**config.mk**
```make
export PLATFORM = sky130hd
export DESIGN_NAME = xhdmiin_wordalign
export DESIGN_NICKNAME = d
export VERILOG_FILES = /design/src/rtl/xhdmiin_pkg.sv /design/src/rtl/xhdmiin_align_lane.sv /design/src/rtl/xhdmiin_wordalign.sv
export SDC_FILE = /design/constraint.sdc
export NUM_CORES = 1
export LEC_CHECK = 0
export BUFFER_PORTS_ARGS = -buffer_cell sky130_fd_sc_hd__buf_2
export CAP_MARGIN = 10
export CELL_PAD_IN_SITES_DETAIL_PLACEMENT = 0
export CELL_PAD_IN_SITES_GLOBAL_PLACEMENT = 1
export CORE_ASPECT_RATIO = 0.7
export CORE_MARGIN = 2
export CORE_UTILIZATION = 43
export DETAILED_ROUTE_END_ITERATION = 12
export PLACE_DENSITY = 0.84
export SKIP_CTS_REPAIR_TIMING = 1
export SLEW_MARGIN = 0
export SYNTH_ARGS = -nofsm -noshare
export SYNTH_HDL_FRONTEND = slang
export SYNTH_SLANG_ARGS = --single-unit
```
**constraint.sdc**
```tcl
create_clock -name i_clk -period 3.53 [get_ports i_clk]
set_input_delay 0.1765 -clock i_clk [delete_from_list [all_inputs] [get_ports i_clk]]
set_output_delay 0.1765 -clock i_clk [all_outputs]
set_load 0.02 [all_outputs]
```
**src/rtl/xhdmiin_pkg.sv**
```systemverilog
// Shared TMDS word-aligner definitions: control tokens, lane state encoding, token matcher.
package xhdmiin_pkg;

  localparam logic [9:0] CTL00 = 10'h354;
  localparam logic [9:0] CTL01 = 10'h0AB;
  localparam logic [9:0] CTL10 = 10'h154;
  localparam logic [9:0] CTL11 = 10'h2AB;

  typedef enum logic {
    SEARCH = 1'b0,
    LOCKED = 1'b1
  } lane_state_e;

  function automatic logic is_ctl_token(input logic [9:0] w);
    return (w == CTL00) || (w == CTL01) || (w == CTL10) || (w == CTL11);
  endfunction

endpackage

```
**src/rtl/xhdmiin_align_lane.sv**
```systemverilog
// One TMDS lane: sliding 2-word window, shift search, lock/loss FSM and registered output.
// XHDMIIN_WORDALIGN_BITREV_EN bit-reverses the incoming word ahead of the window.
module xhdmiin_align_lane
  import xhdmiin_pkg::*;
#(
  parameter int WIDTH      = 10,
  parameter int TIMEOUT    = 2048,
  parameter int LOCK_COUNT = 8,
  localparam int SW = $clog2(WIDTH)
) (
  input  logic             clk,
  input  logic             rst,
  input  logic             ce,
  input  logic [WIDTH-1:0] word,
  output logic [WIDTH-1:0] aligned,
  output logic [SW-1:0]    shift,
  output logic             locked
);

  localparam int TW = $clog2(TIMEOUT);
  localparam int CW = $clog2(LOCK_COUNT + 1);

  logic [WIDTH-1:0]   w, prev, cand;
  logic [2*WIDTH-1:0] win;
  logic               tok;

`ifdef XHDMIIN_WORDALIGN_BITREV_EN
  always_comb begin
    w = '0;
    for (int i = 0; i < WIDTH; i++) w[i] = word[WIDTH-1-i];
  end
`else
  assign w = word;
`endif

  assign win  = {w, prev};
  assign cand = WIDTH'(win >> shift);

  generate
    if (WIDTH == 10) begin : g_tok10
      assign tok = is_ctl_token(cand);
    end else begin : g_tok_bad
      assign tok = 1'b0;
      $error("xhdmiin_align_lane: no token set defined for this WIDTH");
    end
  endgenerate

  lane_state_e   state, state_nx;
  logic [CW-1:0] tok_cnt, cnt_nx;
  logic [TW-1:0] timer, timer_nx;
  logic [SW-1:0] shift_nx;
  logic          timer_last, cnt_last;

  assign timer_last = (timer == TW'(TIMEOUT - 1));
  assign cnt_last   = (tok_cnt == CW'(LOCK_COUNT - 1));

  // A token always beats a simultaneous timer expiry.
  always_comb begin
    state_nx = state;
    cnt_nx   = tok_cnt;
    timer_nx = timer;
    shift_nx = shift;
    if (ce) begin
      case (state)
        SEARCH: begin
          if (tok) begin
            timer_nx = '0;
            if (cnt_last) begin
              state_nx = LOCKED;
              cnt_nx   = '0;
            end else begin
              cnt_nx = tok_cnt + CW'(1);
            end
          end else begin
            cnt_nx = '0;
            if (timer_last) begin
              timer_nx = '0;
              shift_nx = (shift == SW'(WIDTH - 1)) ? '0 : shift + SW'(1);
            end else begin
              timer_nx = timer + TW'(1);
            end
          end
        end
        LOCKED: begin
          if (tok) begin
            timer_nx = '0;
          end else if (timer_last) begin
            state_nx = SEARCH;
            timer_nx = '0;
          end else begin
            timer_nx = timer + TW'(1);
          end
        end
        default: state_nx = SEARCH;
      endcase
    end
  end

  always_ff @(posedge clk or posedge rst) begin
    if (rst) begin
      state   <= SEARCH;
      tok_cnt <= '0;
      timer   <= '0;
      shift   <= '0;
      prev    <= '0;
      aligned <= '0;
    end else begin
      state   <= state_nx;
      tok_cnt <= cnt_nx;
      timer   <= timer_nx;
      shift   <= shift_nx;
      if (ce) begin
        prev    <= w;
        aligned <= cand;
      end
    end
  end

  assign locked = (state == LOCKED);

endmodule

```
**src/rtl/xhdmiin_wordalign.sv**
```systemverilog
// Multi-lane TMDS word aligner: NCH independent lanes plus shared valid / all-locked flags.
// Optional bit reversal of input words via XHDMIIN_WORDALIGN_BITREV_EN (see lane).
module xhdmiin_wordalign #(
  parameter int NCH        = 3,
  parameter int WIDTH      = 10,
  parameter int TIMEOUT    = 2048,
  parameter int LOCK_COUNT = 8,
  localparam int SW = $clog2(WIDTH)
) (
  input  logic                 i_clk,
  input  logic                 i_reset,
  input  logic                 i_ce,
  input  logic [NCH*WIDTH-1:0] i_word,
  output logic [NCH*WIDTH-1:0] o_word,
  output logic                 o_valid,
  output logic [NCH*SW-1:0]    o_shift,
  output logic [NCH-1:0]       o_locked,
  output logic                 o_all_locked
);

  genvar k;
  generate
    for (k = 0; k < NCH; k++) begin : g_lane
      xhdmiin_align_lane #(
        .WIDTH      (WIDTH),
        .TIMEOUT    (TIMEOUT),
        .LOCK_COUNT (LOCK_COUNT)
      ) u_lane (
        .clk     (i_clk),
        .rst     (i_reset),
        .ce      (i_ce),
        .word    (i_word[k*WIDTH +: WIDTH]),
        .aligned (o_word[k*WIDTH +: WIDTH]),
        .shift   (o_shift[k*SW +: SW]),
        .locked  (o_locked[k])
      );
    end
  endgenerate

  always_ff @(posedge i_clk or posedge i_reset) begin
    if (i_reset) begin
      o_valid      <= 1'b0;
      o_all_locked <= 1'b0;
    end else begin
      o_valid      <= i_ce;
      o_all_locked <= &o_locked;
    end
  end

endmodule

```
==> metrics.md, run 1 <==
| Metric | Value |
|---|---|
| Post-synthesis mux area share | 0.2772 |
| Ys Warns | 0 |
| Pwr dens | 675.1 nW/um2 |
| Initial antenna violation count | 0 |
| Final cycle utilization of the critical path | 0.9077 |
| Max H-tree Level | 4 |
| Worst skew pair latency | approximately 0.42 ns |
| Setup TNS | 0 ns |
| Total GRT Usage | 0.2053 |
| Main synth FF type | dfrtp_1 |
| Initial core utilization | 0.4355 |
| Relative slew slack | 0.4569 |
| CP endpoint kind | flip-flop |
| Post-DRT Antenna Nets | 0 |
| Routed length per instance | between 15 and 20 um |
| Std cell rows | 42 |
| Starting DRT DRC Count | 615 |
| Clk slew on worst S/H paths | 0.06 ns |
| Yosys reg bits | 122 |
| DIE AREA | between 20,000 and 25,000 um2 |
| Worst-path fanout max | 12 |
| TritonCTS buffer count | 17 |
| DIE HEIGHT | 119.5 um |
| Core Footprint | approximately 19,000 um2 |
| Leakage | 0.004100 uW |
| Num ports | 80 |
| Yosys cell types | 69 |
| CTS sink count | between 100 and 150 |
| CP max stage cell | dfrtp_1 |
| Final clock skew | about 0.0095 ns |
| Router iterations before antenna repair | 6 |
| Detailed placement HPWL | 13,730 um |
| Largest family of logic cells by synthesized area | multiplexers |
| RSZ-0062 raised after global routing | no |
| Critical Path Source Type | flip-flop |
| Status | finished clean |
| Worst endpoint data arrival time | roughly 3.5 ns |
| Vias in the first global route | 6,104 |
| Syn Std Cell Area | between 8000 and 9000 um2 |
| Final WL | 19,740 um |
| Via Count | roughly 6,600 |
| Slack of the critical path | 0.3259 ns |
| First-pass GRT wire length | approximately 33,000 um |
| Maxcap violations | 0 |
| Worst Setup Path Type | flip-flop to flip-flop |
| Port Buffers | between 70 and 80 |
| Slew Viols, Final | 0 |
| Place WS | 0.3270 ns |
| CTS Root Buffer Type | clkbuf_16 |
| # DRC | 0 |
| Adder-cell share of the synthesized area | 0.009163 |
| Post-synthesis cell count | roughly 800 |
| Nets@finish | about 890 |
| Mapped Nets | 820 |
| CTS tree | built |
| Crit path top cell by count | buf_4 |
| Period minus WS final | 3.204 ns |
| Share of the synthesized area in the top cell type | 0.3726 |
| Worst Tran Pin Value | 0.8147 ns |
| Required @ worst endpoint | roughly 3.9 ns |
| # setup viols final | 0 |
| Maximum vdd drop | 0.0002782 V |
| Synth Area in Compound Gates | 0.1141 |
| Leading area contributor after synthesis | dfrtp_1 |
| Crit-path max cell delay | 0.67 ns |
| Hold Crit Class | input pin to flip-flop |
| Pin count of the biggest net entering global routing | 64 |
| Post-synthesis sequential area ratio | 0.3726 |
| Worst path bufs/invs | 2 |
| Worst path cell trace | buf_4 > mux4_2 > a22oi_1 > and3_1 > or4_1 > nor4_2 > mux2i_2 > buf_4 > or4b_1 > o21ai_0 |
| Final hold violation count | 0 |
| Layout cells sized above 1 | 0.3145 |
| Ys async rst share | 1.000 |
| Simple-Gate Fraction of Synth Area | 0.1588 |
| Post-synth EDFFs | 0 |
| Delay-heaviest family, CP | simple AND/OR/NAND/NOR gates |
| Vias/cell | around 5.9 |
| Xor-xnor portion of the synthesized cell area | 0.01283 |
| Syn_area_per_cell | 10.49 um2 |
| GP Congestion | 0.9085 |
| Die width | 169.0 um |
| Diodes inserted | 0 |
| Max Freq | 312.1 MHz |
| Grt ovf | 0 |
| Top post-synthesis cells by area | dfrtp_1 (37%), mux4_2 (16%), mux2_2 (8.1%) |
| CTS Buffer Depth | 2 |
| Area growth syn-to-layout | 16.30% |
==> final timing paths <==
check / from / to / slack [ns] / cells after the start
max: g_lane[1].u_lane.shift[0]$_DFFE_PP0P_ / g_lane[1].u_lane.timer[3]$_DFFE_PP0P_ / 0.33 / 10
min: i_word[9] / g_lane[0].u_lane.prev[9]$_DFFE_PP0P_ / 0.04 / 2
max reg2reg: g_lane[1].u_lane.shift[0]$_DFFE_PP0P_ / g_lane[1].u_lane.timer[3]$_DFFE_PP0P_ / 0.33 / 10
min reg2reg: g_lane[0].u_lane.aligned[9]$_DFFE_PP0P_ / g_lane[0].u_lane.aligned[9]$_DFFE_PP0P_ / 0.48 / 2
max in group asynchronous: i_reset / g_lane[0].u_lane.aligned[9]$_DFFE_PP0P_ / 2.29 / 4
min in group asynchronous: i_reset / g_lane[1].u_lane.prev[8]$_DFFE_PP0P_ / 0.45 / 3
==> logic make-up after synthesis <==
family | count (synthesis)
mux | 147
fa+ha+maj | 6
simple gates | 258
xor+xnor | 12
compound gates | 145
buf+inv | 91
flops | 122
==> worst reg2reg max path, stage by stage (launching register included) <==
cell	delay, ns
dfrtp_1	0.67
buf_4	0.32
mux4_2	0.54
a22oi_1	0.18
and3_1	0.22
or4_1	0.15
nor4_2	0.04
mux2i_2	0.26
buf_4	0.24
or4b_1	0.44
o21ai_0	0.08
==> metrics by stage <==
step | cells | hold WS (ns) | utilization | power [uW] | instance area [um2]
2_1_floorplan | 781 | 0.2079 | - | 3770 | 8193
3_3_place_gp | 1077 | 0.3805 | 0.4695 | 4377 | 8832
3_5_place_dp | 1077 | 0.3926 | 0.4695 | 4406 | 8832
4_1_cts | 1109 | -0.05977 | 0.5059 | 6470 | 9518
5_1_grt | 1110 | 0.03550 | 0.5065 | 6835 | 9528
6_report | 1110 | 0.04129 | 0.5065 | 6432 | 9528
==> per-layer routing <==
layer	wire length (um)	up-vias	GRT usage
li1	-	3070	-
met1	9756	3231	0.3213
met2	8110	236	0.2738
met3	1619	23	0.05683
met4	249	0	0.05876
met5	0	-	0
==> synthesized netlist by cell type (4+ instances only) <==
cell / instances
dfrtp_1: 122
nand2_1: 80
mux2_2: 59
mux4_2: 58
o21ai_0: 51
nor2_1: 49
inv_1: 35
mux2i_1: 30
nand3_1: 26
clkbuf_1: 22
and3_1: 21
a21oi_1: 20
nor3_1: 16
buf_2: 13
nand4_1: 13
nor2b_1: 10
a21o_1: 9
a22oi_1: 9
nand2b_1: 9
buf_6: 8
xnor2_1: 8
a31oi_1: 7
buf_1: 6
ha_1: 6
o21a_1: 6
o2bb2ai_1: 6
buf_4: 5
o211ai_1: 5
nor4_1: 4
o21ai_1: 4
or4_1: 4
xor2_1: 4
==> final cells by class <==
| class | instances | area (um2) |
|---|---|---|
| fill | 1701 | 9285 |
| clock buffer | 21 | 470.5 |
| inverter | 36 | 137.6 |
| multi-input combinational | 568 | 4691 |
| timing repair buffer | 110 | 658.1 |
| clock inverter | 11 | 215.2 |
| tap | 242 | 302.8 |
| sequential | 122 | 3053 |
==> where the power goes <==
group	internal, uW	switching [uW]
sequential	1730	303
combinational	1070	1310
clock	1380	641
==> cell usage in the layout, fill, tap and decap left out, types with 4 or more instances in the layout <==
cell type | synthesis | final
a21o_1 | 9 | 9
a21oi_1 | 20 | 20
a22oi_1 | 9 | 9
a31oi_1 | 7 | 7
and3_1 | 21 | 21
buf_2 | 13 | 78
buf_4 | 5 | 29
bufinv_16 | 0 | 6
clkbuf_16 | 0 | 17
dfrtp_1 | 122 | 122
ha_1 | 6 | 6
inv_1 | 35 | 33
mux2_2 | 59 | 59
mux2i_1 | 30 | 29
mux4_2 | 58 | 58
nand2_1 | 80 | 80
nand2b_1 | 9 | 9
nand3_1 | 26 | 26
nand4_1 | 13 | 13
nor2_1 | 49 | 49
nor2b_1 | 10 | 10
nor3_1 | 16 | 16
nor4_1 | 4 | 4
o211ai_1 | 5 | 5
o21a_1 | 6 | 6
o21ai_0 | 51 | 51
o21ai_1 | 4 | 4
o2bb2ai_1 | 6 | 6
or4_1 | 4 | 4
xnor2_1 | 8 | 8
xor2_1 | 4 | 4
==> sequential cells by signal, summed over array words and instances, names as in the netlist <==
| signal | cells |
|---|---|
| g_lane.u_lane.prev | 30 |
| o_valid | 1 |
| g_lane.u_lane.locked | 3 |
| g_lane.u_lane.tok_cnt | 12 |
| g_lane.u_lane.timer | 33 |
| g_lane.u_lane.aligned | 30 |
| o_all_locked | 1 |
| g_lane.u_lane.shift | 12 |
(Power assumes the default switching activity.)
==> inputs of run 2 (changes only) <==
Settings changed: REMOVE_ABC_BUFFERS set to 1.
==> run 2 against run 1 <==
  * Non-clock buffer count down 1
  * Highest routed layer unchanged
  * Clock skew about the same
  * Count of clock-buffer cells in the layout unchanged
  * Critical path depth unchanged
==> metrics.md, run 2 (synthesis gave the netlist of run 1 again) <==
| Metric | Value |
|---|---|
| Num ports | 80 (unchanged) |
| Clk slew on worst S/H paths | 0.06 ns (about the same) |
| Via Count | 6,483 (-1.2%) |
| Crit path depth | 10 (unchanged) |
| Final clock skew | 0.009024 ns (-0.0004504 ns) |
| Initial antenna violation count | 0 (unchanged) |
| Critical Path Source Type | flip-flop |
| First-pass GRT wire length | 32,630 um (-0.86%) |
| Port Buffers | 79 (unchanged) |
| Crit path top cell by count | buf_4 |
| Most frequent cells in the layout | dfrtp_1 (121), nand2_1 (80), buf_2 (78) |
| Max H-tree Level | 4 (unchanged) |
| CTS Buffer Depth | 2 (unchanged) |
| Std cell rows | 42 (unchanged) |
| Die width | 169.0 um (unchanged) |
| Slew Viols, Final | 0 (unchanged) |
| Leakage | 0.004077 uW (-0.57%) |
| CTS sink count | 122 (unchanged) |
| Layout cells sized above 1 | 0.3141 (-0.0004284) |
| Crit-path max cell delay | 0.53 ns (-0.14 ns) |
| CTS tree | built |
| Router iterations before antenna repair | 5 (-1) |
| RR Startpoint | g_lane[1].u_lane.shift[0]$_DFFE_PP0P_ |
| Worst endpoint data arrival time | 3.51 ns (-0.03 ns) |
| Diodes inserted | 0 (unchanged) |
| Maximum vdd drop | 0.0003744 V (+35%) |
| Worst Setup Path Type | flip-flop to flip-flop |
| Final hold violation count | 0 (unchanged) |
| Post-DRT Antenna Nets | 0 (unchanged) |
| DIE HEIGHT | 119.5 um (unchanged) |
| Worst path bufs/invs | 2 (unchanged) |
| GP Congestion | 0.8943 (-1.6%) |
| Initial core utilization | 0.4355 (unchanged) |
| Total Power | 6324 uW (-1.7%) |
| Hold Crit Class | input pin to flip-flop |
| Pwr dens | 666.9 nW/um2 (-1.2%) |
| Fin util | 0.5041 (-0.002394) |
| Biggest regs | g_lane.u_lane.timer: 33 flops, g_lane.u_lane.aligned: 30 flops, g_lane.u_lane.prev: 30 flops |
| FF-to-FF path depth | 10 (unchanged) |
| DIE AREA | 20,190 um2 (unchanged) |
| Place WS | 0.2934 ns (-0.03366 ns) |
| Core Footprint | 18,810 um2 (unchanged) |
| Required @ worst endpoint | 3.86 ns (about the same) |
| Largest register by flop count | g_lane.u_lane.timer |
| Maxcap violations | 0 (unchanged) |
| Nets@finish | 893 (-0.11%) |
| Detailed placement HPWL | 13,570 um (-1.2%) |
| Worst skew pair latency | 0.42 ns (about the same) |
| Total GRT Usage | 0.2017 (-0.003614) |
| Vias/cell | 5.851 (-1.0%) |
| Setup TNS | 0 ns (unchanged) |
| Worst-path fanout max | 20 (+8) |
| Final cycle utilization of the critical path | 0.8997 (-0.007976) |
| TritonCTS buffer count | 17 (unchanged) |
| Max Freq | 314.9 MHz (+0.89%) |
| Vias in the first global route | 6,098 (-0.098%) |
| # DRC | 0 (unchanged) |
| Hold Crit Depth | 1 (-1) |
| Starting DRT DRC Count | 636 (+3.4%) |
| # setup viols final | 0 (unchanged) |
| CP max stage cell | mux4_2 |
| Worst Tran Pin Value | 0.7531 ns (-0.06163 ns) |
| Status | finished clean |
| Delay-heaviest family, CP | simple AND/OR/NAND/NOR gates |
| CP Launch Point | g_lane[1].u_lane.shift[0]$_DFFE_PP0P_ |
| Hold path startpoint | i_ce |
| CP endpoint kind | flip-flop |
| Area growth syn-to-layout | 15.75% |
| Leading cell type in the layout, fill and taps excluded | dfrtp_1 |
| Pin count of the biggest net entering global routing | 62 (-3.1%) |
| Slack of the critical path | 0.3540 ns (+0.02816 ns) |
| Relative slew slack | 0.4980 (+0.04109) |
| Period minus WS final | 3.176 ns (-0.02816 ns) |
| Final WL | 19,410 um (-1.7%) |
| RSZ-0062 raised after global routing | no |
| CTS Root Buffer Type | clkbuf_16 |
| Grt ovf | 0 (unchanged) |
| Max FFs per register | 33 (unchanged) |
| Worst path cell trace | buf_4 > mux4_2 > a22oi_1 > and3_1 > or4_1 > nor4_2 > mux2i_2 > buf_4 > or4b_1 > o21ai_0 |
| Routed length per instance | 17.51 um (-1.5%) |
-- run 2: cell count changes in the layout (fill, tap and decap cells not counted) --
cell	before	now
buf_12	2	1
bufinv_16	6	5
clkinv_2	2	1
dfrtp_1	122	121
inv_6	0	1
dfrtp_2	0	1
-- run 2: layer usage --
| layer | wire [um] | vias up | global-route usage |
|---|---|---|---|
| met5 | 0 | - | 0 |
| met4 | 158 | 0 | 0.04915 |
| met3 | 1145 | 17 | 0.04187 |
| met2 | 8208 | 221 | 0.2782 |
| met1 | 9893 | 3177 | 0.3208 |
| li1 | - | 3068 | - |
-- run 2: layout make-up --
cell class / instances / area [um2]
flip-flops and latches: 122 / 3054
multi-input cells: 568 / 4691
clock inverters: 10 / 188.9
fillers: 1697 / 9330
well taps: 242 / 302.8
clock buffers: 21 / 470.5
inverters: 36 / 137.6
repair buffers: 109 / 638.1
-- run 2: where the power goes --
group	total (uW)	internal, uW	switching, uW
clock network	1960	1310	652
logic	2330	1060	1280
registers	2030	1730	297
-- run 2: worst register-to-register path, cell delays in order, from the launching register on --
cell and delay (ns):
dfrtp_1 0.50, buf_4 0.29, mux4_2 0.53, a22oi_1 0.19, and3_1 0.26, or4_1 0.15
nor4_2 0.04, mux2i_2 0.29, buf_4 0.31, or4b_1 0.45, o21ai_0 0.09
-- run 2: metrics by stage --
step	std cells	cell area (um2)	hold slack, ns
3_3_place_gp	1076	8812	0.3632
6_report	1108	9483	0.03349
2_1_floorplan	726	7875	0.2079
3_5_place_dp	1076	8812	0.3753
4_1_cts	1107	9472	-0.07968
5_1_grt	1108	9483	0.02655
-- run 2: worst paths after layout --
check | end | slack (ns)
max | g_lane[1].u_lane.timer[7]$_DFFE_PP0P_ | 0.35
min | o_valid$_DFF_PP0_ | 0.03
max reg2reg | g_lane[1].u_lane.timer[7]$_DFFE_PP0P_ | 0.35
min reg2reg | g_lane[2].u_lane.aligned[0]$_DFFE_PP0P_ | 0.47
max in group asynchronous | g_lane[2].u_lane.prev[1]$_DFFE_PP0P_ | 2.25
min in group asynchronous | g_lane[0].u_lane.aligned[9]$_DFFE_PP0P_ | 0.44
